==> src/rtl/uart_apb_pkg.sv <==
// Shared constants for the UART APB subsystem.
// Register offsets, bit positions and bus width.
package uart_apb_pkg;

    localparam int APB_DW = 32;

    localparam logic [3:0] RXDATA_OFS = 4'h0;
    localparam logic [3:0] STATUS_OFS = 4'h4;
    localparam logic [3:0] CTRL_OFS   = 4'h8;

    localparam int ST_NOT_EMPTY = 0;
    localparam int ST_FULL      = 1;
    localparam int ST_OVERRUN   = 2;
    localparam int ST_RX_BUSY   = 3;
    localparam int ST_CNT_LSB   = 8;

    localparam int CT_RX_EN  = 0;
    localparam int CT_IRQ_EN = 1;
    localparam int CT_FLUSH  = 2;

endpackage

==> src/rtl/uart_rx_fifo.sv <==
// Synchronous RX FIFO with occupancy count.
// Flush has priority over push and pop.
module uart_rx_fifo
    import uart_apb_pkg::*;
#(
    parameter int DATA_WIDTH = 8,
    parameter int FIFO_DEPTH = 8,
    parameter int CNT_WIDTH  = $clog2(FIFO_DEPTH) + 1
) (
    input  logic                  clk,
    input  logic                  rstn,
    input  logic                  push,
    input  logic                  pop,
    input  logic                  flush,
    input  logic [DATA_WIDTH-1:0] din,
    output logic [DATA_WIDTH-1:0] head,
    output logic [CNT_WIDTH-1:0]  count,
    output logic                  full,
    output logic                  empty
);

    localparam int PW = $clog2(FIFO_DEPTH);

    logic [DATA_WIDTH-1:0] mem [FIFO_DEPTH];
    logic [PW-1:0]         wptr;
    logic [PW-1:0]         rptr;

    assign head  = mem[rptr];
    assign full  = (count == CNT_WIDTH'(FIFO_DEPTH));
    assign empty = (count == '0);

    // Storage write; contents need no reset
    always_ff @(posedge clk) begin
        if (push && !flush) begin
            mem[wptr] <= din;
        end
    end

    // Pointer and occupancy bookkeeping
    always_ff @(posedge clk or negedge rstn) begin
        if (!rstn) begin
            wptr  <= '0;
            rptr  <= '0;
            count <= '0;
        end else if (flush) begin
            wptr  <= '0;
            rptr  <= '0;
            count <= '0;
        end else begin
            if (push) wptr <= wptr + 1'b1;
            if (pop)  rptr <= rptr + 1'b1;
            count <= count + CNT_WIDTH'(push) - CNT_WIDTH'(pop);
        end
    end

endmodule

==> src/rtl/uart_rx_apb_ctrl.sv <==
// APB3 slave for the UART receiver: RX FIFO,
// status/control registers and level interrupt.
module uart_rx_apb_ctrl
    import uart_apb_pkg::*;
#(
    parameter int DATA_WIDTH = 8,
    parameter int FIFO_DEPTH = 8,
    parameter int CNT_WIDTH  = $clog2(FIFO_DEPTH) + 1
) (
    input  logic                  clk,
    input  logic                  rstn,
    input  logic                  psel,
    input  logic                  penable,
    input  logic                  pwrite,
    input  logic [3:0]            paddr,
    input  logic [APB_DW-1:0]     pwdata,
    output logic [APB_DW-1:0]     prdata,
    output logic                  pready,
    output logic                  pslverr,
    input  logic [DATA_WIDTH-1:0] rx_data_i,
    input  logic                  rx_done_i,
    input  logic                  rx_busy_i,
    output logic                  rx_en_o,
    output logic                  irq_o
);

    logic [3:0]            ofs;
    logic                  access;
    logic                  is_rx;
    logic                  is_st;
    logic                  is_ct;
    logic                  is_bad;
    logic                  rd;
    logic                  wr;
    logic                  pop;
    logic                  push;
    logic                  push_req;
    logic                  flush;
    logic                  ovr_set;
    logic                  ovr_clr;
    logic                  overrun;
    logic                  rx_en;
    logic                  irq_en;
    logic [DATA_WIDTH-1:0] head;
    logic [CNT_WIDTH-1:0]  count;
    logic                  full;
    logic                  empty;
    logic [APB_DW-1:0]     status;

    assign ofs    = {paddr[3:2], 2'b00};
    assign access = psel & penable;
    assign is_rx  = (ofs == RXDATA_OFS);
    assign is_st  = (ofs == STATUS_OFS);
    assign is_ct  = (ofs == CTRL_OFS);
    assign is_bad = ~(is_rx | is_st | is_ct);
    assign rd     = access & ~pwrite;
    assign wr     = access & pwrite;

    // An empty read is an error and leaves the pointers alone
    assign pop      = rd & is_rx & ~empty;
    assign flush    = wr & is_ct & pwdata[CT_FLUSH];
    assign push_req = rx_done_i & rx_en & ~flush;
    assign push     = push_req & (~full | pop);
    assign ovr_set  = push_req & full & ~pop;
    assign ovr_clr  = wr & is_st & pwdata[ST_OVERRUN];

    assign pready  = 1'b1;
    assign rx_en_o = rx_en;
    assign pslverr = access & (is_bad | (is_rx & (pwrite | empty)));

    uart_rx_fifo #(
        .DATA_WIDTH (DATA_WIDTH),
        .FIFO_DEPTH (FIFO_DEPTH),
        .CNT_WIDTH  (CNT_WIDTH)
    ) u_fifo (
        .clk   (clk),
        .rstn  (rstn),
        .push  (push),
        .pop   (pop),
        .flush (flush),
        .din   (rx_data_i),
        .head  (head),
        .count (count),
        .full  (full),
        .empty (empty)
    );

    // Assemble the STATUS word from live state
    always_comb begin
        status = '0;
        status[ST_NOT_EMPTY] = ~empty;
        status[ST_FULL]      = full;
        status[ST_OVERRUN]   = overrun;
        status[ST_RX_BUSY]   = rx_busy_i;
        status[ST_CNT_LSB +: CNT_WIDTH] = count;
    end

    // Read mux, only driven during a read access
    always_comb begin
        prdata = '0;
        if (rd) begin
            unique case (1'b1)
                is_rx:  prdata = empty ? '0 : APB_DW'(head);
                is_st:  prdata = status;
                is_ct:  prdata = APB_DW'({irq_en, rx_en});
                is_bad: prdata = '0;
                default: prdata = '0;
            endcase
        end
    end

    // Control bits; flush is a pulse and never stored
    always_ff @(posedge clk or negedge rstn) begin
        if (!rstn) begin
            rx_en  <= 1'b0;
            irq_en <= 1'b0;
        end else if (wr && is_ct) begin
            rx_en  <= pwdata[CT_RX_EN];
            irq_en <= pwdata[CT_IRQ_EN];
        end
    end

    // Sticky overrun: flush beats set, set beats clear
    always_ff @(posedge clk or negedge rstn) begin
        if (!rstn) begin
            overrun <= 1'b0;
        end else if (flush) begin
            overrun <= 1'b0;
        end else if (ovr_set) begin
            overrun <= 1'b1;
        end else if (ovr_clr) begin
            overrun <= 1'b0;
        end
    end

    // Interrupt follows registered state one cycle later
    always_ff @(posedge clk or negedge rstn) begin
        if (!rstn) begin
            irq_o <= 1'b0;
        end else begin
            irq_o <= irq_en & (~empty | overrun);
        end
    end

endmodule

==> config.mk <==
export PLATFORM = sky130hd
export DESIGN_NAME = uart_rx_apb_ctrl
export DESIGN_NICKNAME = d
export VERILOG_FILES = /design/src/rtl/uart_apb_pkg.sv /design/src/rtl/uart_rx_fifo.sv /design/src/rtl/uart_rx_apb_ctrl.sv
export SDC_FILE = /design/constraint.sdc
export NUM_CORES = 1
export LEC_CHECK = 0
export CORE_MARGIN = 2
export CORE_UTILIZATION = 53
export CTS_CLUSTER_DIAMETER = 50
export DETAILED_ROUTE_END_ITERATION = 6
export PLACE_DENSITY = 0.85
export REMOVE_ABC_BUFFERS = 1
export SLEW_MARGIN = 25
export SYNTH_ARGS = -nofsm -noshare
export SYNTH_HDL_FRONTEND = slang
export SYNTH_SLANG_ARGS = --single-unit
==> constraint.sdc <==
create_clock -name clk -period 3.89 [get_ports clk]
set_clock_uncertainty 0.15 [all_clocks]
set_input_delay 0.5835 -clock clk [delete_from_list [all_inputs] [get_ports clk]]
set_output_delay 0.5835 -clock clk [all_outputs]
set_load 0.01 [all_outputs]
=== After elaboration in Yosys (flattened, before gate mapping) ===
Memories as Yosys holds them, arrays and structs flattened.
Index checks and enable logic that the tools add are counted.
Widths: inputs -> output; s select.

* Flip-flop bits (word level): 14
* Bits in writable memories: 64
* Bits of input ports: 51
* Output and inout port bits: 36
* Logic and storage cells: 65
* Memories kept: 1

* Add/sub/neg operators: 4
* Equal/unequal tests: 3
* Muxes and demuxes: 13
* Bitwise operators: 29
* Reductions and logical operators: 8

{| class="wikitable"
|+ Memories
! memory !! depth !! bits a word !! read ports !! clocked after memory_dff !! wr ports !! line !! source
|-
| u_fifo.mem || 8 || 8 || 1 || 0 || 1 || uart_rx_fifo.sv:24 || <nowiki>logic [DATA_WIDTH-1:0] mem [FIFO_DEPTH];</nowiki>
|}

{| class="wikitable"
|+ Operators by type and width
! cell !! count
|-
| $pmux 12 s3 || 1
|-
| $and 1x1->1 || 17
|-
| $mux 12 || 1
|-
| $mux 3 || 4
|-
| $logic_not 4->1 || 2
|-
| $mux 8 || 1
|-
| $add 3x1->3 const B || 2
|-
| $not 1->1 || 6
|-
| $or 1x1->1 || 6
|-
| $mux 1 || 5
|-
| $add 4x1->4 || 1
|-
| $eq 4x4->1 const B || 1
|-
| $mux 4 || 1
|-
| $reduce_bool 2->1 || 2
|-
| $sub 4x1->4 || 1
|-
| $reduce_bool 3->1 || 1
|-
| $eq 2x1->1 const B || 1
|-
| $eq 2x2->1 const B || 1
|-
| $logic_and 1x1->1 || 2
|-
| $logic_not 1->1 || 1
|}

=== Depth between registers and ports, before layout ===
Gate-level depths: netlist of the first run.

* Depth in word-level cells: 10
* Gate-level depth with buffers: 13
* Gate-level depth less buffers: 11

=== Cells and area by module ===
From an unflattened synthesis of the first run, not the netlist that was laid out.

* Cell total of the unflattened synthesis: 231
* Area, all modules: 3,691.0 um^2

{| class="wikitable"
|+ Modules (own cells, without submodules)
! module !! instances !! cells an instance !! area each (um^2) !! seq. area each (um^2)
|-
| uart_rx_fifo || 1 || 159 || 3,100.5 || 2,172.1
|-
| uart_rx_apb_ctrl || 1 || 72 || 590.6 || 100.1
|}

=== Least setup slack after synthesis of the first run ===
OpenSTA, ideal clock, no wires.

* Path kind: input to register
* Start: in pwrite
* End: mem u_fifo.mem[4][0] (enable)
* Library setup time: 0.395 ns
* Arrival: 2.125 ns
* Data required time: 3.345 ns
* Slack: 1.220 ns
* Cell stages on the path: 4
* Path buffers: 0
* Path through: nand4bb_4 o31ai_2 nand3_1 nor4_1

* Cells in the longest elaborated chain, start to end: 9
* Elaborated cells on any way between the ends: 15
* Those cells by class: mux: 2; bitwise: 11; reduce/logical: 2

{| class="wikitable"
|+ Ends and longest elaborated chain
! what !! line !! source
|-
| from (decl) || uart_rx_apb_ctrl.sv:14 || <nowiki>input logic pwrite,</nowiki>
|-
| $and 1x1->1 or $not 1->1 (tied branches) || uart_rx_apb_ctrl.sv:57, uart_rx_apb_ctrl.sv:56 ||
|-
| $and 1x1->1 (on tied branches) || uart_rx_apb_ctrl.sv:61, uart_rx_apb_ctrl.sv:56 ||
|-
| $and 1x1->1 (on tied branches) || uart_rx_apb_ctrl.sv:61, uart_rx_apb_ctrl.sv:60 ||
|-
| $not 1->1 or $and 1x1->1 (tied branches) || uart_rx_apb_ctrl.sv:62, uart_rx_apb_ctrl.sv:60 ||
|-
| $and 1x1->1 or $or 1x1->1 (tied branches) || uart_rx_apb_ctrl.sv:62, uart_rx_apb_ctrl.sv:63 ||
|-
| $and 1x1->1 || uart_rx_apb_ctrl.sv:63 || <nowiki>assign push = push_req & (~full | pop);</nowiki>
|-
| $logic_and 1x1->1 (*) || uart_rx_fifo.sv:34 || <nowiki>if (push && !flush) begin</nowiki>
|-
| $mux 1 (*) || uart_rx_fifo.sv:34 ||
|-
| $mux 1 (not written as such) (*) || uart_rx_fifo.sv:35 || <nowiki>mem[wptr] <= din;</nowiki>
|-
| to (decl) || uart_rx_fifo.sv:24 ||
|}

Every way passes the cells marked *; elsewhere a longest branch is shown, timed or not.

=== Final worst setup path of the first run ===
* Start: in pwrite
* End: out prdata[2]

* Cells in the longest elaborated chain, start to end: 3

{| class="wikitable"
|+ Ends and longest elaborated chain
! what !! line !! source
|-
| $not 1->1 || uart_rx_apb_ctrl.sv:56 || <nowiki>assign rd = access & ~pwrite;</nowiki>
|-
| $and 1x1->1 || uart_rx_apb_ctrl.sv:56 ||
|-
| $mux 12 || uart_rx_apb_ctrl.sv:101 || <nowiki>if (rd) begin</nowiki>
|-
| to (decl) || uart_rx_apb_ctrl.sv:17 || <nowiki>output logic [APB_DW-1:0] prdata,</nowiki>
|}

Every way passes these cells.

==> run summary, run 1 <==
Largest net degree at the start of global routing -> 19
Slew @ Worst Pin -> 0.6707 ns
WL/cell -> 17.19 µm
Vias -> 2001
CP Launch Point -> pwrite
Clock transition at the registers of the reported paths -> 0.08 ns
Relative slew slack -> 0.5515
Max stage delay on crit path -> 0.57 ns
Via density -> 5.558
Lkg Pwr -> 0.001501 µW
Setup TNS -> 0 ns
Post-Synth XOR/XNOR Area -> 0.009770
Placed insts -> 344
Worst EP required -> 3.16 ns
Post-CTS Setup Bufs -> 0
Fmax -> 278.9 MHz
Synth Area in Compound Gates -> 0.03629
Tcrit/Tclk final -> 0.9217
Core ar. -> 6459 µm²
GR Util All Layers -> 0.1809
#FFs+latches synth -> 78
P per Cell Area -> 544.9 nW/µm²
Hold-fix buffers, CTS -> 0
Root buffer cell -> clkbuf_8
Clock Sinks -> 78
Antenna violations before repair -> 0
Worst r2r src -> u_fifo.count[2]
Clock Path Buffers -> 2
Starting Density -> 0.5552
Grt ovf -> 0
Main combinational cell family by area after synthesis -> multiplexers
Setup crit end kind -> output pin
Synth area leaders -> edfxtp_1 54%, mux4_2 10%, dfrtp_1 9.8%
N_diodes -> 0
Worst Hold Class -> reg -> reg
CTS Buf Count -> 9
Post-layout util -> 0.6432
Detailed Route Iter0 Violations -> 236
Hold Crit Start -> overrun
Count of final setup violators -> 0
Pwr Total -> 2264 µW
Mux cell area share after synthesis -> 0.1375
Final wirelength -> 6189 µm
Ratio of cells with drive above 1 in the final layout -> 0.1802
CTS H-tree lvls -> 3
Post-synthesis cell area -> 3586 µm²
Post-synth EDFFs -> 64
Sequential share of the synthesized area -> 0.6336
# rows -> 29
Type of the worst setup path -> in -> out
Post-Synth Simple-Gate Area -> 0.08583
Final min period -> 3.585 ns
Detailed placement HPWL -> 4230 µm
Hold Vio Cnt, Final -> 0
Worst-path cell chain -> clkdlybuf4s50_1 -> nand4bb_4 -> or3_1 -> o21ai_0 -> clkdlybuf4s50_1
I/O pins -> 87
DRC viols -> 0
Synth top area share -> 0.5359
CP startpoint kind -> primary input
Async set-reset flop share out of synthesis -> 0.1795
Max FO, Critical Path -> 11
First-pass GRT wire length -> 9694 µm
Status -> finished, final reports clean
Synth Flop Type -> edfxtp_1
Post-Synthesis Cells -> 232
Die area -> 7440 µm²
Pins Over Slew Limit -> 0
Post-cts resize count -> 0
CP max-delay cell -> or3_1
Die width -> 86.26 µm
RSZ-0062 raised after global routing -> false
Drt pass-1 iters -> 4
Synth-to-layout area growth -> 15.84%
Leading area contributor after synthesis -> edfxtp_1
Max Cap Viol -> 0
CP arrival -> 2.85 ns
# nets final -> 337
CP most frequent cell -> clkdlybuf4s50_1
Setup ws final -> 0.3048 ns
Fin cells -> 360
GP Congestion -> 0.8092
Syn avg cell area -> 15.46 µm²
Vias in the first global route -> 1882
Clock Latency Late Sink -> 0.34 ns
Final ANT Viol Nets -> 0
Pre-CTS WS -> 0.2781 ns
Yosys warning count -> 0
I/O Buffers -> 34
Yosys cell types -> 44
Die height -> 86.26 µm
Synthesized-area fraction occupied by adder cells -> 0.03001
CTS tree -> done
Peak VDD IR -> 0.3192 mV
==> sequential cells by signal, summed over array words and instances (netlist names) <==
name	flops
overrun	1
u_fifo.wptr	3
u_fifo.count	4
irq_en	1
rx_en_o	1
irq_o	1
u_fifo.mem	64
u_fifo.rptr	3
==> layout by cell type, fill, tap and decap left out, drive strengths merged, types with 8 or more instances in the layout <==
master,n
buf,12
clkbuf,9
clkdlybuf4s50,34
conb,21
dfrtp,14
edfxtp,64
mux2i,11
mux4,16
nand2,12
nor2,16
nor3,8
==> power by group <==
group	internal [µW]	leakage, µW	switching, µW
combinational	334	0.000669	315
sequential	1010	0.000749	83.9
clock	232	0.0000832	288
==> area by class of cell <==
cell class              instances  area, µm²
fillers                       441       2305
flip-flops and latches         78       2272
multi-input cells             137       1159
repair buffers                 46      430.4
clock buffers                   9      123.9
well taps                      77      96.34
clock inverters                 7      50.05
inverters                       6      22.52
==> final timing paths <==
path	slack [ns]	cells past startpoint	to
worst max register to register	0.82	10	u_fifo.count[2]
max in group asynchronous	2.66	1	u_fifo.wptr[1]
worst max-delay path	0.30	5	prdata[2]
worst min-delay path	0.39	2	overrun
worst min register to register	0.39	2	overrun
min in group asynchronous	0.49	1	irq_o
==> Yosys cell counts (all sizes together) (2+ instances only) <==
| master | count |
|---|---|
| nor3b | 2 |
| edfxtp | 64 |
| nor4 | 2 |
| and3 | 2 |
| o22ai | 2 |
| nor3 | 8 |
| o31ai | 2 |
| and2 | 3 |
| mux4 | 16 |
| nand4bb | 2 |
| ha | 7 |
| conb | 2 |
| clkbuf | 2 |
| or2 | 2 |
| mux2i | 11 |
| nand3 | 4 |
| xnor2 | 3 |
| buf | 28 |
| mux2 | 2 |
| nand2 | 12 |
| inv | 6 |
| nor2 | 16 |
| o21ai | 3 |
| dfrtp | 14 |
| a21oi | 3 |
==> through the flow <==
step,hold slack [ns],area [µm²]
2_1_floorplan,0.1379,3447
3_3_place_gp,0.3732,3980
3_5_place_dp,0.3748,3980
4_1_cts,0.3952,4154
5_1_grt,0.4140,4154
6_report,0.3935,4154
==> logic make-up after synthesis <==
family,after synthesis
xor+xnor,4
mux,29
buf+inv,36
simple gates,58
fa+ha+maj,8
compound gates,17
other cells,2
flops,78
==> per-layer routing <==
layer  vias up  GRT usage  wire length [µm]
li1        929          -                 -
met1       990     0.2437              2691
met2        67     0.2791              3027
met3        15    0.03619               269
met4         0     0.1023               201
met5         -          0                 0
==> worst max-delay path, delay by kind of cell <==
family	cells	cell delay [ns]
simple gates	2	0.89
buf+inv	2	1.08
compound gates	1	0.30
Note: power is estimated with default switching activity, not from simulation.
==> run 2, diff against run 1 <==
--- a/config.mk
+++ b/config.mk
@@ -11,6 +11,7 @@
 export DETAILED_ROUTE_END_ITERATION = 6
 export PLACE_DENSITY = 0.85
 export REMOVE_ABC_BUFFERS = 1
+export SKIP_LAST_GASP = 1
 export SLEW_MARGIN = 25
 export SYNTH_ARGS = -nofsm -noshare
 export SYNTH_HDL_FRONTEND = slang
==> results of run 2 <==
No change in the layout: final DEF, timing and power equal those of run 1.
==> run 3, diff against run 2 <==
--- a/config.mk
+++ b/config.mk
@@ -9,10 +9,11 @@
 export CORE_UTILIZATION = 53
 export CTS_CLUSTER_DIAMETER = 50
 export DETAILED_ROUTE_END_ITERATION = 6
-export PLACE_DENSITY = 0.85
+export PLACE_DENSITY = 0.92
 export REMOVE_ABC_BUFFERS = 1
 export SKIP_LAST_GASP = 1
 export SLEW_MARGIN = 25
 export SYNTH_ARGS = -nofsm -noshare
 export SYNTH_HDL_FRONTEND = slang
 export SYNTH_SLANG_ARGS = --single-unit
+export TNS_END_PERCENT = 20
==> run summary, run 3 (synthesis gave the netlist of run 1 again) <==
GR Util All Layers -> 0.1981
Worst EP required -> 3.16 ns
Die width -> 86.26 µm
GP Congestion -> 0.8293
Biggest registers after layout -> u_fifo.mem (64), u_fifo.count (4)
First-pass GRT wire length -> 10670 µm
Post-cts resize count -> 0
Hold-fix buffers, CTS -> 0
Crit path depth -> 5
Worst reg2reg path endpoint -> u_fifo.count[2]
Max Cap Viol -> 0
I/O Buffers -> 34
Largest Register -> u_fifo.mem
P per Cell Area -> 575.6 nW/µm²
Sw Share -> 0.2921
Slew @ Worst Pin -> 0.7534 ns
WL/cell -> 18.32 µm
Pre-CTS WS -> 0.2735 ns
DR top layer -> met4
Core ar. -> 6459 µm²
Placement Cell Area -> 3981 µm²
Drt pass-1 iters -> 4
Clock Sinks -> 78
Antenna violations before repair -> 0
Setup crit end -> prdata[2]
Largest net degree at the start of global routing -> 15
Detailed placement HPWL -> 4485 µm
DRT met1 WL -> 2785 µm
Count of final setup violators -> 0
Starting Density -> 0.5552
CP max-delay cell -> or3_1
Peak VDD IR -> 0.2802 mV
Clock Path Buffers -> 2
R2R depth -> 10
Setup TNS -> 0 ns
CP bufs+invs -> 2
Final wirelength -> 6613 µm
Die height -> 86.26 µm
CTS H-tree lvls -> 3
# nets final -> 338
Hold Vio Cnt, Final -> 0
Hold depth -> 1
Setup ws final -> 0.2690 ns
CP most frequent cell -> clkdlybuf4s50_1
Root buffer cell -> clkbuf_8
Via density -> 5.695
Tcrit/Tclk final -> 0.9308
Worst Hold Class -> reg -> reg
Max stage delay on crit path -> 0.61 ns
N_diodes -> 0
Pins Over Slew Limit -> 0
Setup crit end kind -> output pin
Lkg Pwr -> 0.001527 µW
Status -> finished, final reports clean
CTS Buf Count -> 9
P_sw -> 706.5 µW
Post-CTS Setup Bufs -> 0
# rows -> 29
Relative slew slack -> 0.4977
Final min period -> 3.621 ns
Flop-to-flop setup slack -> 0.73 ns
Worst r2r src -> u_fifo.count[2]
Most frequent cells in the layout -> 64 x edfxtp_1, 34 x clkdlybuf4s50_1, 21 x conb_1
Max FFs per register -> 64
Vias -> 2056
RSZ-0062 raised after global routing -> false
Final Cell Area -> 4202 µm²
Combinational share of power -> 0.256
CP arrival -> 2.89 ns
Final ANT Viol Nets -> 0
Max FO, Critical Path -> 13
DRC viols -> 0
Clock transition at the registers of the reported paths -> 0.07 ns
Synth-to-layout area growth -> 17.17%
Detailed Route Iter0 Violations -> 207
CP delay by family, top -> buffers and inverters
Grt ovf -> 0
Fmax -> 276.2 MHz
WL met3 -> 390 µm
CP Launch Point -> pwrite
DR WL met2 -> 3308 µm
CP startpoint kind -> primary input
Ratio of cells with drive above 1 in the final layout -> 0.1796
Type of the worst setup path -> in -> out
Power share of the clock group -> 0.274
Cell Int Power -> 1712 µW
Hold WS -> 0.4084 ns
CTS tree -> done
Worst-path cell chain -> clkdlybuf4s50_1 -> nand4bb_4 -> or3_1 -> o21ai_0 -> clkdlybuf4s50_1
Clock Latency Late Sink -> 0.35 ns
Sequential fraction of design power -> 0.470
Commonest non-fill, non-tap cell in the layout -> edfxtp_1
I/O pins -> 87
Vias in the first global route -> 1994
Die area -> 7440 µm²
[run 3: layer usage]
| layer | vias to the layer above | global-route usage |
|---|---|---|
| met5 | - | 0 |
| met4 | 0 | 0.08523 |
| met3 | 10 | 0.05048 |
| met2 | 80 | 0.3150 |
| met1 | 1040 | 0.2626 |
| li1 | 926 | - |
[run 3: stage by stage]
stage               instances  total power [µW]    util
detailed placement        345              1776  0.6164
finish                    361              2418  0.6505
global placement          345              1746  0.6164
floorplan                 221              1564       -
global route              361              2550  0.6505
CTS                       361              2429  0.6505
[run 3: how the worst min path moves through the flow]
stage,from,endpoint,slack (ns)
final,irq_en,irq_en,0.41
after global routing,irq_en,irq_o,0.44
after CTS,irq_en,irq_en,0.41
after detailed placement,irq_en,irq_en,0.40
after global placement,irq_en,irq_en,0.39
after floorplan,rstn,irq_en,0.14
[run 3: power by group through the flow]
stage	Sequential (µW)	Clock [µW]	Combinational, µW
2_1_floorplan	1140	0	426
3_3_place_gp	1150	0	597
3_5_place_dp	1160	0	618
4_1_cts	1140	667	623
5_1_grt	1160	706	685
6_report	1140	662	619
[run 3: cell type report]
cell class,count,area [µm²]
clock buffers,9,123.9
clock inverters,7,96.34
fillers,421,2257
inverters,6,22.52
multi-input cells,137,1152
flip-flops and latches,78,2272
well taps,77,96.34
repair buffers,47,437.9
